**src/rtl/meter_display_driver_if.sv**
```systemverilog
// Meter-controller to display-driver bus.
// The controller side drives time and status. The driver side returns the
// display lines and the latched BCD value.
interface meter_display_driver_if;
    logic [15:0] curr_time;
    logic        below200;
    logic        isZero;
    logic [3:0]  an;
    logic [6:0]  seg;
    logic        dp;
    logic [15:0] bcd;

    modport master (
        output curr_time, below200, isZero,
        input  an, seg, dp, bcd
    );

    modport slave (
        input  curr_time, below200, isZero,
        output an, seg, dp, bcd
    );
endinterface

```
**src/rtl/meter_display_driver.sv**
```systemverilog
// Parking-meter display driver.
// The block converts the remaining time to 4-digit BCD with a sequential
// double-dabble FSM. It scans the digits onto a common-anode 7-segment
// display and applies the meter blink policy.
// Optional build macro: LEADING_ZERO_BLANK_EN blanks leading zero digits.
// The ones digit is never blanked.
module meter_display_driver #(
    parameter int unsigned REFRESH_DIV = 100000,
    parameter int unsigned BLINK_DIV   = 50000000
) (
    input  logic                  clk,
    input  logic                  rst_n,
    meter_display_driver_if.slave bus
);

    localparam int unsigned RW       = (REFRESH_DIV > 1) ? $clog2(REFRESH_DIV) : 1;
    localparam int unsigned BW       = (BLINK_DIV > 1) ? $clog2(BLINK_DIV) : 1;
    localparam int unsigned TIME_W   = 16;
    localparam int unsigned ITER_W   = 4;
    localparam int unsigned MAX_TIME = 9999;

    typedef enum logic [1:0] {
        S_IDLE,
        S_LOAD,
        S_SHIFT,
        S_DONE
    } state_t;

    state_t              state_q;
    logic [TIME_W-1:0]   last_q;
    logic [TIME_W-1:0]   load_val_q;
    logic [TIME_W-1:0]   shreg_q;
    logic [TIME_W-1:0]   scratch_q;
    logic [ITER_W-1:0]   iter_q;
    logic [TIME_W-1:0]   bcd_q;

    logic [RW-1:0]       refresh_q;
    logic [1:0]          digit_q;
    logic [BW-1:0]       blink_cnt_q;
    logic                phase_on_q;

    logic [3:0]          an_q;
    logic [6:0]          seg_q;
    logic                dp_q;

    logic [TIME_W-1:0]   clamped_c;
    logic [TIME_W-1:0]   adj_c;
    logic [TIME_W-1:0]   disp_c;
    logic [3:0]          shown_c;
    logic [3:0]          nib_c;
    logic                blank_all_c;
    logic [3:0]          an_d;
    logic [6:0]          seg_d;

    // Active-low gfedcba pattern for one BCD digit; non-decimal nibbles are dark.
    function automatic logic [6:0] seg_decode(input logic [3:0] n);
        logic [6:0] s;
        case (n)
            4'd0:    s = 7'b1000000;
            4'd1:    s = 7'b1111001;
            4'd2:    s = 7'b0100100;
            4'd3:    s = 7'b0110000;
            4'd4:    s = 7'b0011001;
            4'd5:    s = 7'b0010010;
            4'd6:    s = 7'b0000010;
            4'd7:    s = 7'b1111000;
            4'd8:    s = 7'b0000000;
            4'd9:    s = 7'b0010000;
            default: s = 7'b1111111;
        endcase
        return s;
    endfunction

    // Saturate the input at the largest 4-digit value.
    assign clamped_c = (bus.curr_time > TIME_W'(MAX_TIME)) ? TIME_W'(MAX_TIME) : bus.curr_time;

    // Double-dabble correction: add 3 to every scratch nibble that is 5 or more.
    always_comb begin
        adj_c = '0;
        for (int i = 0; i < 4; i++) begin
            adj_c[4*i +: 4] = (scratch_q[4*i +: 4] >= 4'd5) ? (scratch_q[4*i +: 4] + 4'd3)
                                                          : scratch_q[4*i +: 4];
        end
    end

    // Conversion FSM. The bcd output updates atomically in DONE.
    always_ff @(posedge clk) begin
        if (!rst_n) begin
            state_q    <= S_IDLE;
            last_q     <= 16'hFFFF;
            load_val_q <= '0;
            shreg_q    <= '0;
            scratch_q  <= '0;
            iter_q     <= '0;
            bcd_q      <= '0;
        end else begin
            case (state_q)
                S_IDLE: begin
                    if (clamped_c != last_q) begin
                        state_q <= S_LOAD;
                    end
                end
                S_LOAD: begin
                    load_val_q <= clamped_c;
                    shreg_q    <= clamped_c;
                    scratch_q  <= '0;
                    iter_q     <= '0;
                    state_q    <= S_SHIFT;
                end
                S_SHIFT: begin
                    {scratch_q, shreg_q} <= {adj_c, shreg_q} << 1;
                    iter_q               <= iter_q + ITER_W'(1);
                    if (iter_q == ITER_W'(15)) begin
                        state_q <= S_DONE;
                    end
                end
                S_DONE: begin
                    bcd_q   <= scratch_q;
                    last_q  <= load_val_q;
                    state_q <= S_IDLE;
                end
                default: state_q <= S_IDLE;
            endcase
        end
    end

    // Digit scan and blink timebases. Both run free from reset.
    always_ff @(posedge clk) begin
        if (!rst_n) begin
            refresh_q   <= '0;
            digit_q     <= '0;
            blink_cnt_q <= '0;
            phase_on_q  <= 1'b1;
        end else begin
            if (refresh_q == RW'(REFRESH_DIV - 1)) begin
                refresh_q <= '0;
                digit_q   <= digit_q + 2'd1;
            end else begin
                refresh_q <= refresh_q + RW'(1);
            end
            if (blink_cnt_q == BW'(BLINK_DIV - 1)) begin
                blink_cnt_q <= '0;
                phase_on_q  <= ~phase_on_q;
            end else begin
                blink_cnt_q <= blink_cnt_q + BW'(1);
            end
        end
    end

    // Choose the digits to show, the blanking and the selected digit's drive.
    always_comb begin
        disp_c      = bus.isZero ? 16'h0000 : bcd_q;
        blank_all_c = (bus.isZero | bus.below200) & ~phase_on_q;
`ifdef LEADING_ZERO_BLANK_EN
        shown_c[3] = (disp_c[15:12] != 4'd0);
        shown_c[2] = shown_c[3] | (disp_c[11:8] != 4'd0);
        shown_c[1] = shown_c[2] | (disp_c[7:4] != 4'd0);
        shown_c[0] = 1'b1;
`else
        shown_c = 4'b1111;
`endif
        case (digit_q)
            2'd0:    nib_c = disp_c[3:0];
            2'd1:    nib_c = disp_c[7:4];
            2'd2:    nib_c = disp_c[11:8];
            default: nib_c = disp_c[15:12];
        endcase
        an_d = 4'b1111;
        if (!blank_all_c && shown_c[digit_q]) begin
            an_d[digit_q] = 1'b0;
        end
        seg_d = seg_decode(nib_c);
    end

    // Registered display outputs.
    always_ff @(posedge clk) begin
        if (!rst_n) begin
            an_q  <= 4'b1111;
            seg_q <= 7'b1111111;
            dp_q  <= 1'b1;
        end else begin
            an_q  <= an_d;
            seg_q <= seg_d;
            dp_q  <= 1'b1;
        end
    end

    assign bus.an  = an_q;
    assign bus.seg = seg_q;
    assign bus.dp  = dp_q;
    assign bus.bcd = bcd_q;

endmodule

```
**src/flat_wrapper.sv**
```systemverilog
// flat-port wrapper written by rule: the top's interface ports become plain ports
module meter_display_driver_flat 
#(
    parameter int unsigned REFRESH_DIV = 100000,
    parameter int unsigned BLINK_DIV   = 50000000
)
  (clk, rst_n, bus_curr_time, bus_below200, bus_isZero, bus_an, bus_seg, bus_dp, bus_bcd);
  meter_display_driver_if bus_i ();
  input  logic clk;
  input  logic rst_n;
  input wire logic [$bits(bus_i.curr_time)-1:0] bus_curr_time;
  input wire logic [$bits(bus_i.below200)-1:0] bus_below200;
  input wire logic [$bits(bus_i.isZero)-1:0] bus_isZero;
  output wire logic [$bits(bus_i.an)-1:0] bus_an;
  output wire logic [$bits(bus_i.seg)-1:0] bus_seg;
  output wire logic [$bits(bus_i.dp)-1:0] bus_dp;
  output wire logic [$bits(bus_i.bcd)-1:0] bus_bcd;
  assign bus_i.curr_time = bus_curr_time;
  assign bus_i.below200 = bus_below200;
  assign bus_i.isZero = bus_isZero;
  assign bus_an = bus_i.an;
  assign bus_seg = bus_i.seg;
  assign bus_dp = bus_i.dp;
  assign bus_bcd = bus_i.bcd;
  meter_display_driver #(.REFRESH_DIV(REFRESH_DIV), .BLINK_DIV(BLINK_DIV)) u_core (.clk(clk), .rst_n(rst_n), .bus(bus_i));
endmodule
```
**config.mk**
```make
export PLATFORM = sky130hd
export DESIGN_NAME = meter_display_driver_flat
export DESIGN_NICKNAME = d
export VERILOG_FILES = /design/src/rtl/meter_display_driver_if.sv /design/src/rtl/meter_display_driver.sv /design/src/flat_wrapper.sv
export SDC_FILE = /design/constraint.sdc
export NUM_CORES = 1
export LEC_CHECK = 0
export CAP_MARGIN = 10
export CORE_ASPECT_RATIO = 1.4
export CORE_MARGIN = 5
export CORE_UTILIZATION = 63
export DETAILED_ROUTE_END_ITERATION = 7
export PLACE_DENSITY = 0.87
export RECOVER_POWER = 25
export SYNTH_ARGS = -nofsm -noshare
export SYNTH_HDL_FRONTEND = slang
export SYNTH_SLANG_ARGS = --single-unit
```
**constraint.sdc**
```tcl
create_clock -name clk -period 6.3 [get_ports clk]
set_clock_uncertainty 0.15 [all_clocks]
set_input_delay 0.945 -clock clk [delete_from_list [all_inputs] [get_ports clk]]
set_output_delay 0.945 -clock clk [all_outputs]
set_load 0.05 [all_outputs]
```
* Word-level counts from Yosys, hierarchy flattened
Memories as Yosys holds them, arrays and structs flattened. A register that Yosys moved wholly into a read port is not among the register bits. Index checks and enable logic that the tools add are counted.
Cells by class: bitwise gates (word level) 5, divide/modulo/power cells 0, magnitude comparators 7, add/subtract/negate cells 8, $mul 0, reductions and logical operators 11, multiplexer cells 17, equality and inequality tests 11, shift operators 0
Operators by type and width (count):
- one-hot mux 16 bit (2 select lines) | 2
- two-way mux 16 bit | 2
- adder 26 x 1 -> 26 bit (second input constant) | 1
- == test 26 bit (second input constant) | 1
- adder 17 x 1 -> 17 bit (second input constant) | 1
- == test 17 bit (second input constant) | 1
- >= comparator 4 x 3 -> 1 bit (second input constant) | 4
- greater-than comparator 16 x 14 -> 1 bit (second input constant) | 1
- != test 16 bit | 1
- adder 4 x 2 -> 4 bit (second input constant) | 3
- two-way mux 4 bit | 3
- one-hot mux 4 bit (3 select lines) | 1
- one-hot mux 2 bit (4 select lines) | 1
- one-hot mux 4 bit (2 select lines) | 1
- == test 2 bit (second input constant) | 3
- adder 4 x 1 -> 4 bit (second input constant) | 1
- == test 2 x 1 -> 1 bit (second input constant) | 2
- == test 4 bit (second input constant) | 1
- zero test 2 bit | 2
- two-way mux 2 bit | 2
- != test 2 x 1 -> 1 bit (second input constant) | 2
- inverter 4 bit | 1
- AND reduction 2 bit | 2
- OR reduction 2 bit | 2
- other kinds (14) | 18
Word-level totals: flip-flop bits (word level) 136, bits in latches 0, memory bits (writable) 0, bits of input ports 20, memories 1, logic and storage cells 72, bits in read-only memories 112
Memories:
- (name not given) | depth 16, bits a word 7, rd ports 1, clocked after memory_dff 1, write ports 0, RTL line meter_display_driver.sv:58 | case (n)

* Logic depth before layout (Yosys ltp)
word-level depth 5, mapped depth 11

* Worst setup path after synthesis
Ideal clock, no wire load.
path type input-to-reg, start input port bus_curr_time[7], end register u_core.state_q[0], buffers on the path 1, slack 3.202 ns, data arrival time 2.832 ns, cell stages on the path 7, cell sequence or4_4 buf_6 a2111oi_4 nand2_1 a211oi_2 a31oi_1 o211a_1
On the way: longest elaborated chain between the ends 5
Ends and longest elaborated chain:
- start: declaration | RTL line flat_wrapper.sv:11 | input wire logic [$bits(bus_i.curr_time)-1:0] bus_curr_time;
- greater-than comparator 16 x 14 -> 1 bit | RTL line meter_display_driver.sv:75 | assign clamped_c = (bus.curr_time > TIME_W'(MAX_TIME)) ? TIME_W'(MAX_TIME) : bus.curr_time;
- two-way mux 16 bit * | RTL line meter_display_driver.sv:75
- != test 16 bit * | RTL line meter_display_driver.sv:99 | if (clamped_c != last_q) begin
- != test 2 x 1 -> 1 bit (no source line) *
- AND reduction 2 bit (no source line) *
- end signal: assignment | RTL line meter_display_driver.sv:89 | state_q <= S_IDLE;
- end signal: assignment | RTL line meter_display_driver.sv:100 | state_q <= S_LOAD;
- end signal: assignment | RTL line meter_display_driver.sv:108 | state_q <= S_SHIFT;
- end: declaration | RTL line meter_display_driver.sv:29 | state_t state_q;
Every way passes the cells marked *; elsewhere a longest branch is shown, timed or not. A chain may end at the register's enable or synchronous reset.

* Final worst setup path
start input port bus_curr_time[6], end register u_core.state_q[0]
Same word-level chain as after synthesis.

==> results by group <==
Clock network
  • Hold_buf cts: 0
  • Num CTS Buffers: 17
  • Clock tree from TritonCTS: done
  • Clk Tree Root Cell: clkbuf_16
  • Post-CTS Setup Inserts: 0
  • # clock sinks: 143
  • Clock transition at the registers of the reported paths: 0.05 ns
  • CTS max path bufs: 2
  • Clock latency at the later pin of the worst-skew pair: 0.41 ns
  • CTS-repair resized insts: 0
  • H-tree Lvls: 4

Power
  • IR drop worst, VDD: 0.226 mV
  • Leakage: approximately 2.9 nW
  • Power Dens Cells: 335 mW/mm²

Final layout
  • Post-route non-filler standard cell count: 927
  • Inserted Diodes: 0
  • Fillcell total: just under 700
  • Nets@finish: around 820
  • Post-layout util: 0.746
  • Area Overhead vs Synth: 15.7%
  • Layout cell share with drive strength beyond 1: 0.0507

Critical path
  • Max incr delay on CP: between 0.6 and 0.7 ns
  • CP startpoint: bus_curr_time[6]
  • CP max-delay cell: a2111oi_4
  • CP Launch Type: input port
  • CP required: ~6.5 ns
  • Crit. End Element: flip-flop
  • Arrival @ worst endpoint: 3.62 ns
  • CP Max Fanout: 9
  • Worst R2R Start: u_core.state_q[0]
  • Worst Setup Path Type: input port to flip-flop
  • Worst-path cell chain: clkdlybuf4s50_1, or4_4, a2111oi_4, a32oi_1, nor4_2, a31oi_1, o211a_1

Route
  • Starting DRT DRC Count: 404
  • Drt first pass iters: 7
  • Wire per inst: 15.9 µm
  • DR vias: ~5500
  • Antenna Nets Post-Route: 0
  • Vias per cell: around 6
  • Routed Wire Length: about 15000 µm
  • DRC errors left: 0

Global routing
  • Total gr overflow: 0
  • Initial antenna violation count: 0
  • Global-route wire length before repair: 24400 µm
  • All-layer global routing usage: 0.228
  • Pin count of the biggest net entering global routing: 102
  • Vias in the first global route: 5377

Yosys
  • Syn_area_per_cell: 8.94 µm²
  • Seq/Total Area, Yosys: 0.427
  • Netlist cell types: 60
  • Synthesized net count: 796
  • Flops & latches, synth: 143
  • Post-synth ARST share: 0
  • Synth Cell Area: 0.00671 mm²
  • Synth warnings: 0
  • Post-synth EDFFs: 0
  • Post-Syn Instances: 750
  • Dominant synthesized flop cell: dfxtp_1

Place
  • Hpwl dp: a little under 10000 µm
  • Pre-CTS setup slack: 2.48 ns
  • Port-buffer cells: 46
  • Inst Count DP: ~900
  • Routability cong.: 0.898

Die
  • Row count: between 40 and 50
  • Die Area: ~0.013 mm²
  • Core area: between 0.01 and 0.015 mm²
  • Die height: approximately 130 µm
  • Starting Density: 0.645
  • Io pins: 48
  • DIE WIDTH: ~97 µm

Timing
  • # setup viols final: 0
  • Final Hold Viols: 0
  • RSZ-0062 raised after global routing: no
  • Max frequency: approximately 290 MHz
  • Worst Tran Pin Value: around 2.2 ns
  • Total negative setup slack: 0 ns
  • Tcrit/Tclk final: 0.550
  • Setup ws final: 2.84 ns
  • Pins Over Slew Limit: just under 90
  • Hold slack final: 0.291 ns
  • Rel. slew slack: -0.487
  • Min cycle time layout: approximately 3.5 ns

Status
  • Failing checks: capacitance limit, slew limit
  • Status: complete, but fails checks

Flow run
  • Count of maximum capacitance violations: 2

Worst hold path
  • Hold_sp: u_core.blink_cnt_q[0]
  • Hold crit path type: flip-flop to flip-flop
-- cell type report --
| type | instances | area (µm²) | area share |
|---|---|---|---|
| Tap cell | 138 | 173 | 0.0222 |
| Multi-Input combinational cell | 529 | 3540 | 0.456 |
| Clock inverter | 10 | 114 | 0.0147 |
| Clock buffer | 21 | 460 | 0.0593 |
| Inverter | 37 | 139 | 0.0179 |
| Timing Repair Buffer | 49 | 474 | 0.0611 |
| Sequential cell | 143 | 2860 | 0.369 |
-- state kept, by name, indices dropped and copies added (netlist names), 4 cells and up --
| register | flops |
|---|---|
| u_core.blink_cnt_q | 26 |
| u_core.refresh_q | 17 |
| u_core.bus.bcd | 16 |
| u_core.last_q | 16 |
| u_core.load_val_q | 16 |
| u_core.scratch_q | 16 |
| u_core.shreg_q | 16 |
| u_core.bus.seg | 7 |
| u_core.bus.an | 4 |
| u_core.iter_q | 4 |
-- path summary, 6_finish.rpt --
kind | depth (start not counted) | to | slack [ns]
hold reg to reg | 1 | u_core.blink_cnt_q[0] | 0.29
setup / recovery | 7 | u_core.state_q[0] | 2.84
setup reg to reg | 6 | u_core.iter_q[2] | 2.96
hold / removal | 1 | u_core.blink_cnt_q[0] | 0.29
-- stage by stage --
stage          instance area [µm²]  total power [mW]
6_report                      7760              2.60
5_1_grt                       7760              2.72
4_1_cts                       7770              2.59
3_5_place_dp                  7200              1.61
3_3_place_gp                  7200              1.59
2_1_floorplan                 6710              1.50
-- cell families (layout without fill, tap and decap cells) --
logic type                 count (synthesis)  count (layout)  share of synthesized area
other                                      1               1                   0.000559
muxes                                     40              40                     0.0597
and+or+nand+nor                          288             288                      0.218
AOI/OAI and AO/OA                        124             124                      0.136
DFF                                      143             143                      0.427
xor gates and xnor gates                  50              50                     0.0653
buffers and inverters                     78             117                     0.0453
adders and majority gates                 26              26                     0.0485
-- worst max-delay path: cells and delay by family --
family	cells	cell delay (ns)
AOI/OAI and AO/OA	4	1.23
and+or+nand+nor	2	0.94
buffers and inverters	1	0.51
-- cells in the final DEF, fill, tap and decap left out, drive strengths merged, types with 19 or more instances in the layout --
| cell type | instances |
|---|---|
| dfxtp | 143 |
| xor2 | 24 |
| nand2b | 20 |
| mux2i | 40 |
| nor2b | 33 |
| xnor2 | 26 |
| and2 | 19 |
| clkbuf | 22 |
| nand2 | 65 |
| nor2 | 68 |
| inv | 37 |
| o21ai | 24 |
| ha | 26 |
| nand3 | 28 |
| clkdlybuf4s50 | 45 |
-- routing by layer --
layer  GRT usage  vias up  share of wire
li1            -     2643              -
met1       0.251     2591           0.39
met2       0.407      190           0.52
met3      0.0630       44          0.053
met4       0.103        0          0.032
met5           0        -              0
-- Yosys cell counts (2+ instances only) --
master	count	area share
dfxtp_1	143	0.43
nor2_1	68	0.038
nand2_1	65	0.036
mux2i_1	40	0.060
inv_1	37	0.021
clkbuf_1	35	0.020
nor2b_1	33	0.031
nand3_1	28	0.021
ha_1	26	0.048
xnor2_1	26	0.034
o21ai_0	24	0.018
xor2_1	24	0.031
nand2b_1	20	0.019
and2_1	19	0.018
a21oi_1	17	0.013
o211a_1	14	0.021
o22ai_1	11	0.010
o211ai_1	10	0.011
nand4_1	9	0.0084
nor4_1	9	0.0084
nor3_1	8	0.0060
a211oi_1	6	0.0067
a21boi_0	6	0.0067
and3_1	6	0.0056
or3_1	6	0.0056
a32oi_1	5	0.0065
a222oi_1	4	0.0060
and4_1	4	0.0052
buf_1	4	0.0022
o31ai_1	4	0.0045
a21boi_1	3	0.0034
o32ai_1	3	0.0039
a211oi_2	2	0.0037
a31oi_1	2	0.0019
and3b_1	2	0.0026
o21a_1	2	0.0022
or2_2	2	0.0019
-- where the power goes --
group / internal [mW] / switching, mW / total, mW
logic: 0.237 / 0.328 / 0.565
registers: 1.00 / 0.0649 / 1.07
clock network: 0.599 / 0.367 / 0.966
total: 1.84 / 0.760 / 2.60
(Power assumes the default switching activity.)
